===== src/rtl/cv32e40x_pkg.sv =====
`default_nettype none
// ============================================================================
// Module  : cv32e40x_pkg
// Purpose : Shared types and constants for the XIF AES coprocessor path.
//           Holds the mask-generator state encoding, the PRNG feedback
//           polynomial and the operand widths shared with cv32e40x_xif_aes.
// Ports   : none (package)
// Revision: 1.0 - initial release
// ============================================================================
package cv32e40x_pkg;

    // Widths shared between the mask generator and the protected AES unit
    localparam int AES_RAND_WIDTH  = 36;
    localparam int AES_SHARE_WIDTH = 8;

    // Tap mask for x^64 + x^63 + x^61 + x^60 + 1 (bits 63, 62, 60, 59)
    localparam logic [63:0] AES_RNG_POLY = 64'hD800_0000_0000_0000;

    typedef enum logic [1:0] {
        RNG_FILL = 2'd0,
        RNG_RUN  = 2'd1,
        RNG_ERR  = 2'd2
    } aes_rng_state_e;

    // One single-bit Fibonacci step: shift left, feedback into bit 0
    function automatic logic [63:0] aes_rng_step(input logic [63:0] s);
        return {s[62:0], ^(s & AES_RNG_POLY)};
    endfunction

endpackage
`default_nettype wire


===== src/rtl/cv32e40x_aes_rng_lfsr.sv =====
`default_nettype none
// ============================================================================
// Module  : cv32e40x_aes_rng_lfsr
// Purpose : Purely combinational 64-step unroll of the mask-generator LFSR.
//           One evaluation produces the state 64 single-bit steps ahead and
//           the low WORD_WIDTH bits of that state as the mask word.
// Ports   : state_i      - current 64-bit LFSR state
//           next_state_o - state after 64 steps
//           word_o       - next_state_o[WORD_WIDTH-1:0]
// Revision: 1.0 - initial release
// ============================================================================
module cv32e40x_aes_rng_lfsr
    import cv32e40x_pkg::*;
#(
    parameter int WORD_WIDTH = AES_RAND_WIDTH + AES_SHARE_WIDTH
) (
    input  logic [63:0]           state_i,
    output logic [63:0]           next_state_o,
    output logic [WORD_WIDTH-1:0] word_o
);

    logic [63:0] unroll;

    always_comb begin
        unroll = state_i;
        for (int i = 0; i < 64; i++) begin
            unroll = aes_rng_step(unroll);
        end
    end

    assign next_state_o = unroll;
    assign word_o       = unroll[WORD_WIDTH-1:0];

endmodule
`default_nettype wire


===== src/rtl/cv32e40x_xif_aes_rng.sv =====
`default_nettype none
// ============================================================================
// Module  : cv32e40x_xif_aes_rng
// Purpose : Mask-word source for the protected AES unit. A small prefetch
//           FIFO is kept topped up from a 64-bit LFSR so that every accepted
//           AES32 instruction can take a fresh {shareB, randombits} word with
//           no added latency. Includes reseeding and a sticky repetition
//           health check.
// Ports   : clk_i, rst_n (async, active-low)
//           seed_valid_i / seed_i / seed_ready_o - reseed handshake
//           req_i        - consumer takes the head word this cycle
//           rand_valid_o - head word available
//           randombits_o - head random bits (0 when not valid)
//           shareB_o     - head multiplicative share, nonzero when valid
//           level_o      - FIFO occupancy
//           health_err_o - sticky repetition failure
// Revision: 1.0 - initial release
// ============================================================================
module cv32e40x_xif_aes_rng
    import cv32e40x_pkg::*;
#(
    parameter int              RAND_WIDTH   = AES_RAND_WIDTH,
    parameter int              SHARE_WIDTH  = AES_SHARE_WIDTH,
    parameter int              FIFO_DEPTH   = 4,
    parameter int              LFSR_WIDTH   = 64,
    parameter logic [63:0]     SEED_DEFAULT = 64'h9E37_79B9_7F4A_7C15
) (
    input  logic                             clk_i,
    input  logic                             rst_n,
    input  logic                             seed_valid_i,
    input  logic [63:0]                      seed_i,
    output logic                             seed_ready_o,
    input  logic                             req_i,
    output logic                             rand_valid_o,
    output logic [RAND_WIDTH-1:0]            randombits_o,
    output logic [SHARE_WIDTH-1:0]           shareB_o,
    output logic [$clog2(FIFO_DEPTH+1)-1:0]  level_o,
    output logic                             health_err_o
);

    localparam int WORD_WIDTH = RAND_WIDTH + SHARE_WIDTH;
    localparam int PTR_WIDTH  = $clog2(FIFO_DEPTH);
    localparam int CNT_WIDTH  = $clog2(FIFO_DEPTH + 1);
    localparam logic [CNT_WIDTH-1:0] FULL_COUNT = CNT_WIDTH'(FIFO_DEPTH);

    aes_rng_state_e          state;
    logic [LFSR_WIDTH-1:0]   lfsr;
    logic [LFSR_WIDTH-1:0]   lfsr_next;
    logic [LFSR_WIDTH-1:0]   seed_mix;
    logic [WORD_WIDTH-1:0]   lfsr_word;
    logic [WORD_WIDTH-1:0]   prev_word;
    logic [PTR_WIDTH-1:0]    rd_ptr;
    logic [PTR_WIDTH-1:0]    wr_ptr;
    logic [CNT_WIDTH-1:0]    count;
    logic [CNT_WIDTH-1:0]    count_next;
    logic [RAND_WIDTH-1:0]   rand_mem  [FIFO_DEPTH];
    logic [SHARE_WIDTH-1:0]  share_mem [FIFO_DEPTH];
    logic [SHARE_WIDTH-1:0]  gen_share;
    logic                    pop;
    logic                    reseed;
    logic                    gen;
    logic                    repeat_hit;
    logic                    push;

    cv32e40x_aes_rng_lfsr #(
        .WORD_WIDTH (WORD_WIDTH)
    ) u_lfsr (
        .state_i      (lfsr),
        .next_state_o (lfsr_next),
        .word_o       (lfsr_word)
    );

    // ------------------------------------------------------------------
    // Control
    // ------------------------------------------------------------------
    assign rand_valid_o = (count != '0) && !health_err_o;
    assign pop          = req_i && rand_valid_o;
    assign reseed       = seed_valid_i && seed_ready_o;

    // A pop frees the slot the same cycle, so a full FIFO still refills.
    // The LFSR only advances when a word is actually generated.
    assign gen        = !reseed && (state != RNG_ERR) && ((count != FULL_COUNT) || pop);
    assign repeat_hit = gen && (lfsr_word == prev_word);
    assign push       = gen && !repeat_hit;

    assign count_next = count + CNT_WIDTH'(push) - CNT_WIDTH'(pop);

    // A zero share would collapse the multiplicative masking, so it is
    // replaced by 1 rather than regenerated (keeps refill at one cycle).
    assign gen_share = (lfsr_word[WORD_WIDTH-1:RAND_WIDTH] == '0)
                     ? SHARE_WIDTH'(1)
                     : lfsr_word[WORD_WIDTH-1:RAND_WIDTH];

    assign seed_mix = lfsr ^ seed_i;

    // ------------------------------------------------------------------
    // State, pointers, LFSR and health tracking
    // ------------------------------------------------------------------
    always_ff @(posedge clk_i or negedge rst_n) begin
        if (!rst_n) begin
            state        <= RNG_FILL;
            lfsr         <= SEED_DEFAULT;
            prev_word    <= '0;
            rd_ptr       <= '0;
            wr_ptr       <= '0;
            count        <= '0;
            health_err_o <= 1'b0;
            seed_ready_o <= 1'b0;
        end else begin
            seed_ready_o <= 1'b1;
            if (reseed) begin
                // Any same-cycle pop has already been served from the old
                // head; the flush simply discards the rest.
                lfsr         <= (seed_mix == '0) ? SEED_DEFAULT : seed_mix;
                prev_word    <= '0;
                rd_ptr       <= '0;
                wr_ptr       <= '0;
                count        <= '0;
                health_err_o <= 1'b0;
                state        <= RNG_FILL;
            end else begin
                if (gen) begin
                    lfsr <= lfsr_next;
                end
                if (push) begin
                    wr_ptr    <= wr_ptr + 1'b1;
                    prev_word <= lfsr_word;
                end
                if (pop) begin
                    rd_ptr <= rd_ptr + 1'b1;
                end
                count <= count_next;

                case (state)
                    RNG_FILL: begin
                        if (repeat_hit) begin
                            health_err_o <= 1'b1;
                            state        <= RNG_ERR;
                        end else if (count_next == FULL_COUNT) begin
                            state <= RNG_RUN;
                        end
                    end
                    RNG_RUN: begin
                        if (repeat_hit) begin
                            health_err_o <= 1'b1;
                            state        <= RNG_ERR;
                        end
                    end
                    default: begin
                        state <= RNG_ERR;
                    end
                endcase
            end
        end
    end

    // ------------------------------------------------------------------
    // FIFO storage (contents are qualified by count, so no reset needed)
    // ------------------------------------------------------------------
    always_ff @(posedge clk_i) begin
        if (push) begin
            rand_mem[wr_ptr]  <= lfsr_word[RAND_WIDTH-1:0];
            share_mem[wr_ptr] <= gen_share;
        end
    end

    assign randombits_o = rand_valid_o ? rand_mem[rd_ptr]  : '0;
    assign shareB_o     = rand_valid_o ? share_mem[rd_ptr] : '0;
    assign level_o      = count;

endmodule
`default_nettype wire


===== config.mk =====
export PLATFORM = sky130hd
export DESIGN_NAME = cv32e40x_xif_aes_rng
export DESIGN_NICKNAME = d
export VERILOG_FILES = /design/src/rtl/cv32e40x_pkg.sv /design/src/rtl/cv32e40x_aes_rng_lfsr.sv /design/src/rtl/cv32e40x_xif_aes_rng.sv
export SDC_FILE = /design/constraint.sdc
export NUM_CORES = 1
export LEC_CHECK = 0
export BUFFER_PORTS_ARGS = -buffer_cell sky130_fd_sc_hd__buf_2
export CORE_ASPECT_RATIO = 1.1
export CORE_UTILIZATION = 50
export DETAILED_ROUTE_END_ITERATION = 8
export GPL_ROUTABILITY_DRIVEN = 0
export PLACE_DENSITY_LB_ADDON = 0.2
export SETUP_SLACK_MARGIN = 0.02
export SLEW_MARGIN = 10
export SYNTH_ARGS = -nofsm -noshare
export SYNTH_HDL_FRONTEND = slang
export SYNTH_HIERARCHICAL = 1
export SYNTH_SLANG_ARGS = --single-unit

===== constraint.sdc =====
create_clock -name clk_i -period 6.78 [get_ports clk_i]
set_input_delay 0.339 -clock clk_i [delete_from_list [all_inputs] [get_ports clk_i]]
set_output_delay 0.339 -clock clk_i [all_outputs]
set_load 0.02 [all_outputs]

# Yosys cells after proc, flatten, opt, wreduce, memory -nomap -nowiden
# Memories as Yosys holds them, arrays and structs flattened.
# Index checks and enable logic that the tools add are counted.
# op_classes
n_bitwise	1
reduce_logical	87
n_mux	23
eq_ne	7
addsub	4
# op_table
op	count
$reduce_xor 64->1	64
$mux 64	3
$mux 44	2
$logic_not 64->1	1
$xor 64x64->64	1
$eq 44x44->1	1
$mux 36	1
$mux 2	8
$mux 8	2
$reduce_bool 2->1	5
$logic_not 8->1	1
$logic_and 1x1->1	7
$ne 3x3->1 const B	2
$mux 1	5
$add 2x1->2 const B	2
$ne 4x4->1 const B	1
$pmux 2 s2	1
$reduce_and 2->1	2
$add 3x1->3	1
$eq 3x3->1 const B	1
$logic_not 1->1	3
$mux 3	1
$reduce_bool 3->1	1
$sub 3x1->3	1
other kinds (5)	5
# totals
ff_bits	119
mem_count	2
output_inout_bits	50
ramBits	176
# mem_list
name	words	word_bits	rd	rd_clocked_by_memory_dff	write_ports	line	rtl
rand_mem	4	36	1	0	1	cv32e40x_xif_aes_rng.sv:56	logic [RAND_WIDTH-1:0] rand_mem [FIFO_DEPTH];
share_mem	4	8	1	0	1	cv32e40x_xif_aes_rng.sv:57	logic [SHARE_WIDTH-1:0] share_mem [FIFO_DEPTH];

# Depth between registers and ports, before layout
# depth
depth_word	15
depth_mapped	17

# Cells and area by module
# Netlist, hierarchy kept.
# by_module_without_submodules
module	n_inst	seq_area_each_um2	area_each_um2	cells_each
cv32e40x_xif_aes_rng	1	8310.5	14511.4	1223
cv32e40x_aes_rng_lfsr	1	0.0	1647.8	182

# Least setup slack after synthesis
# OpenSTA, ideal clock, no wires.
# synth_timing
kind	reg2reg
start	reg lfsr[59]
end	reg state[0]
path_slack_ps	3147
arrival_time_ps	3505
required_ps	6652
path_stages_with_launch	18
cell_sequence	dfstp_2 xor2_1 xnor3_1 buf_4 xor2_1 nor4_2 and4_1 nand3_1 nand2_1 ha_1 inv_1 ha_1 fa_1 xnor2_1 xnor2_1 nor3_1 o21ai_0 a21oi_1
# synth_between
elab_chain_len	11
# synth_lines
element	line	rtl
start: declaration	cv32e40x_xif_aes_rng.sv:47	logic [LFSR_WIDTH-1:0] lfsr;
start signal: assignment	cv32e40x_xif_aes_rng.sv:114	lfsr <= (seed_mix == '0) ? SEED_DEFAULT : seed_mix;
start signal: assignment	cv32e40x_xif_aes_rng.sv:123	lfsr <= lfsr_next;
$reduce_xor 64->1 * (2 in a row)	cv32e40x_pkg.sv:27	return {s[62:0], ^(s & AES_RNG_POLY)};
net lfsr_next[1]	cv32e40x_xif_aes_rng.sv:48	logic [LFSR_WIDTH-1:0] lfsr_next;
$eq 44x44->1 *	cv32e40x_xif_aes_rng.sv:83	assign repeat_hit = gen && (lfsr_word == prev_word);
$logic_and 1x1->1 *	cv32e40x_xif_aes_rng.sv:83	
$logic_not 1->1	cv32e40x_xif_aes_rng.sv:84	assign push = gen && !repeat_hit;
$logic_and 1x1->1	cv32e40x_xif_aes_rng.sv:84	
$add 3x1->3	cv32e40x_xif_aes_rng.sv:86	assign count_next = count + CNT_WIDTH'(push) - CNT_WIDTH'(pop);
$sub 3x1->3	cv32e40x_xif_aes_rng.sv:86	
$eq 3x3->1	cv32e40x_xif_aes_rng.sv:139	end else if (count_next == FULL_COUNT) begin
$ne 4x4->1 (no source line)	--	
$reduce_and 2->1 (no source line)	--	
end signal: assignment	cv32e40x_xif_aes_rng.sv:138	state <= RNG_ERR;
end signal: assignment	cv32e40x_xif_aes_rng.sv:140	state <= RNG_RUN;
end signal: assignment	cv32e40x_xif_aes_rng.sv:146	state <= RNG_ERR;
end: declaration	cv32e40x_xif_aes_rng.sv:46	aes_rng_state_e state;
# The timed path passes the listed nets; every way through them passes the cells marked *.
# A chain may end at the register's enable or synchronous reset.

# Final worst setup path
# layout_timing
start	reg lfsr[40]
end	reg state[0]
# layout_between
elab_chain_len	10
# layout_lines
element	line
$reduce_xor 64->1 *	cv32e40x_pkg.sv:27
net lfsr_next[41]	cv32e40x_xif_aes_rng.sv:48
$eq 44x44->1 *	cv32e40x_xif_aes_rng.sv:83
$logic_and 1x1->1 *	cv32e40x_xif_aes_rng.sv:83
$logic_not 1->1	cv32e40x_xif_aes_rng.sv:84
$logic_and 1x1->1	cv32e40x_xif_aes_rng.sv:84
$add 3x1->3	cv32e40x_xif_aes_rng.sv:86
$sub 3x1->3	cv32e40x_xif_aes_rng.sv:86
$eq 3x3->1	cv32e40x_xif_aes_rng.sv:139
$ne 4x4->1 (no source line)	--
$reduce_and 2->1 (no source line)	--
# Marked as above.

==> flow_metrics.env <==
export IMPL_final_setup_tns_ns=0
export IMPL_layout_cells_most_common_list="edfxtp_1 (176), xnor2_1 (155), buf_2 (116)"
export IMPL_cpPeakStageDelay_ns=0.72
export IMPL_routed_wl_um=40300
export IMPL_grt_overflow=0
export IMPL_grt_use_total=0.246
export IMPL_synth_ff_latch_count=295
export IMPL_diodes=0
export IMPL_post_cts_repair_setup_buffers=0
export IMPL_timing_hold_worst_class="primary input to flip-flop"
export IMPL_grt_antenna_before_repair=0
export IMPL_syn_avg_cell_area_um2=11.5
export IMPL_worstPathBufferInverterCount=1
export IMPL_cts_sinks=295
export IMPL_synthesis_nets=1480
export IMPL_cts_root_buffer="clkbuf_16"
export IMPL_grt_pass1_wl_um=63300
export IMPL_floorplan_die_width_um=173
export IMPL_area_delta_synth_final_pct=9.69
export IMPL_required_ns=7.20
export IMPL_cts_buffers_inserted=31
export IMPL_placement_io_buffers=117
export IMPL_routed_via_count=11100
export IMPL_cts_max_level=1
export IMPL_critical_path_top_cell_by_count="xnor2_1"
export IMPL_synth_cell_type_count=44
export IMPL_drt_antenna_violating_nets=0
export IMPL_critical_path_slowest_cell="xnor2_1"
export IMPL_yosys_most_used_dff="edfxtp_1"
export IMPL_place_hpwl_um=26200
export IMPL_timing_setup_critical_path_class="flip-flop to flip-flop"
export IMPL_yosysWarnings=6
export IMPL_detailed_place_area_um2=16700
export IMPL_critPathMaxFanout=8
export IMPL_postLayoutCellArea_um2=17700
export IMPL_drt_first_pass_iters=5
export IMPL_min_period_ns=4.50
export IMPL_finalSetupViolCount=0
export IMPL_arrival_ns=4.92
export IMPL_finalClockSkew_ns=0.0204
export IMPL_slew_viol_final=0
export IMPL_rows=68
export IMPL_post_synth_edffs=176
export IMPL_initialDrtViolationCount=1137
export IMPL_timing_max_slew_rel_slack=0.284
export IMPL_worstPathCellList="xor2_1 -> xnor2_1 -> xor2_1 -> nor4_1 -> and3_2 -> nand3_1 -> nand2_1 -> ha_1 -> inv_1 -> ha_1 -> fa_1 -> xnor2_1 -> xnor2_1 -> nor3_1 -> o21ai_0 -> a21oi_1"
export IMPL_critPathTopFamily="XOR/XNOR gates"
export IMPL_max_clock_path_buffers=3
export IMPL_worstSetupStartpointType="flip-flop"
export IMPL_layout_drive_gt1_share=0.203
export IMPL_timing_final_crit_share=0.663
export IMPL_wl_per_cell_um=21.4
export IMPL_worst_pin_slew_ns=1.07
export IMPL_seq_area_frac_synth=0.514
export IMPL_num_io_pins=118
export IMPL_post_cts_hold_buffer_count=1
export IMPL_cts_clk_slew_worst_paths_ns=0.06
export IMPL_worstSetupEndpointType="flip-flop"
export IMPL_grt_setup_unrepaired="no"
export IMPL_cts_repair_resize_count=0
export IMPL_clock_latency_ns=0.56
export IMPL_starting_density_of_the_core=0.512
export IMPL_fmaxAchievable_ghz=0.222
export IMPL_final_common_cell="edfxtp_1"
export IMPL_grt_pass1_vias=11200
export IMPL_floorplan_die_height_um=191
export IMPL_vias_per_cell=5.92
export IMPL_pin_count_of_the_biggest_net_entering_global_routing=105
export IMPL_mappedNetlistArea_um2=16200
export IMPL_post_route_drc_count=0
export IMPL_outcome="finished clean"
export IMPL_instance_count_of_the_mapped_netlist=1405
export IMPL_timing_max_cap_violations=0
export IMPL_tritoncts_clock_tree="done"
export IMPL_die_area_um2=33000
export IMPL_fp_coreArea_um2=31600
export IMPL_final_hold_viol_count=0
export IMPL_async_flop_share=0.403
export IMPL_nets=1511
==> per-stage QoR <==
stage	hold slack [ns]	utilization	instances	worst slack, ns
final	0.0621	0.562	1880	2.28
after CTS	0.0508	0.562	1880	2.27
after global placement	0.510	0.530	1822	2.31
after floorplan	0.0434	-	1405	3.15
after detailed placement	0.513	0.530	1822	2.30
after global routing	0.0733	0.562	1880	2.08
==> kinds of logic after synthesis <==
kind of cell | after synthesis | synth area share
and+or+nand+nor | 403 | 0.138
DFF | 295 | 0.514
AOI/OAI and AO/OA | 255 | 0.0884
xor gates and xnor gates | 250 | 0.142
buffers and inverters | 150 | 0.0493
muxes | 44 | 0.0613
adders and majority gates | 7 | 0.00588
other | 1 | 0.000232
==> cell usage after synthesis (2+ instances only) <==
cell           instances  area [µm²]
edfxtp_1             176        5290
xnor2_1              155        1360
a21oi_1              112         561
xor2_1                87         762
dfrtp_1               81        2030
nand2_1               77         289
clkbuf_1              74         278
o21ai_0               66         330
nor2_1                51         191
and3_1                49         307
and2_1                48         300
nand3_1               48         240
o21ai_1               46         230
or4_1                 45         338
buf_4                 44         330
mux4_2                44         991
or3_1                 39         244
dfstp_2               38         998
o211a_1               26         260
nand4_1               18         113
buf_2                 13        65.1
nor4_1                11        68.8
ha_1                   6        75.1
inv_1                  6        22.5
nor4_2                 6        75.1
xnor3_1                6         135
buf_1                  5        18.8
buf_6                  5        56.3
nor3_1                 5        25.0
dlygate4sd1_1          3        26.3
and4_1                 2        17.5
==> sequential cells by signal, indices dropped and copies added, names as in the netlist, 2 cells and up <==
register	cells
rd_ptr	2
state	2
level_o	3
wr_ptr	2
prev_word	44
lfsr	64
rand_mem	144
share_mem	32
==> layer usage <==
layer | routed length [µm] | GRT usage | share of wire | vias to the layer above
met5 | 0 | 0 | 0 | -
met4 | 1210 | 0.0837 | 0.030 | 0
met3 | 2320 | 0.0275 | 0.057 | 66
met2 | 18900 | 0.400 | 0.47 | 386
met1 | 17800 | 0.345 | 0.44 | 5558
li1 | - | - | - | 5125
==> tightest hold or removal path, delay by kind of cell <==
kind,cells,cell delay [ns]
compound gates,1,0.06
xor+xnor,1,0.12
buf+inv,1,0.08
==> worst paths after layout <==
check | startpoint | end | slack, ns | cells after the start
setup / recovery | lfsr[40]$_DFFE_PN1P_ | state[0]$_DFFE_PN0P_ | 2.28 | 16
hold / removal | seed_i[59] | lfsr[59]$_DFFE_PN1P_ | 0.06 | 3
hold reg to reg | state[1]$_DFFE_PN0P_ | state[1]$_DFFE_PN0P_ | 0.54 | 2
max in group asynchronous | rst_n | prev_word[17]$_DFFE_PN0P_ | 5.00 | 3
setup reg to reg | lfsr[40]$_DFFE_PN1P_ | state[0]$_DFFE_PN0P_ | 2.28 | 16
min in group asynchronous | rst_n | lfsr[3]$_DFFE_PN0P_ | 0.50 | 2
==> final cells by class <==
type                       count  area, µm²
fill                        2637      13800
tap                          420        526
sequential                   295       8310
timing repair buffer         142        778
inverter                       6       22.5
clock inverter                17        140
clock buffer                  40        850
multi-input combinational    960       7100
Power is not shown: default switching activity piles up to over one toggle a cycle in this logic, so the estimate is an artifact.
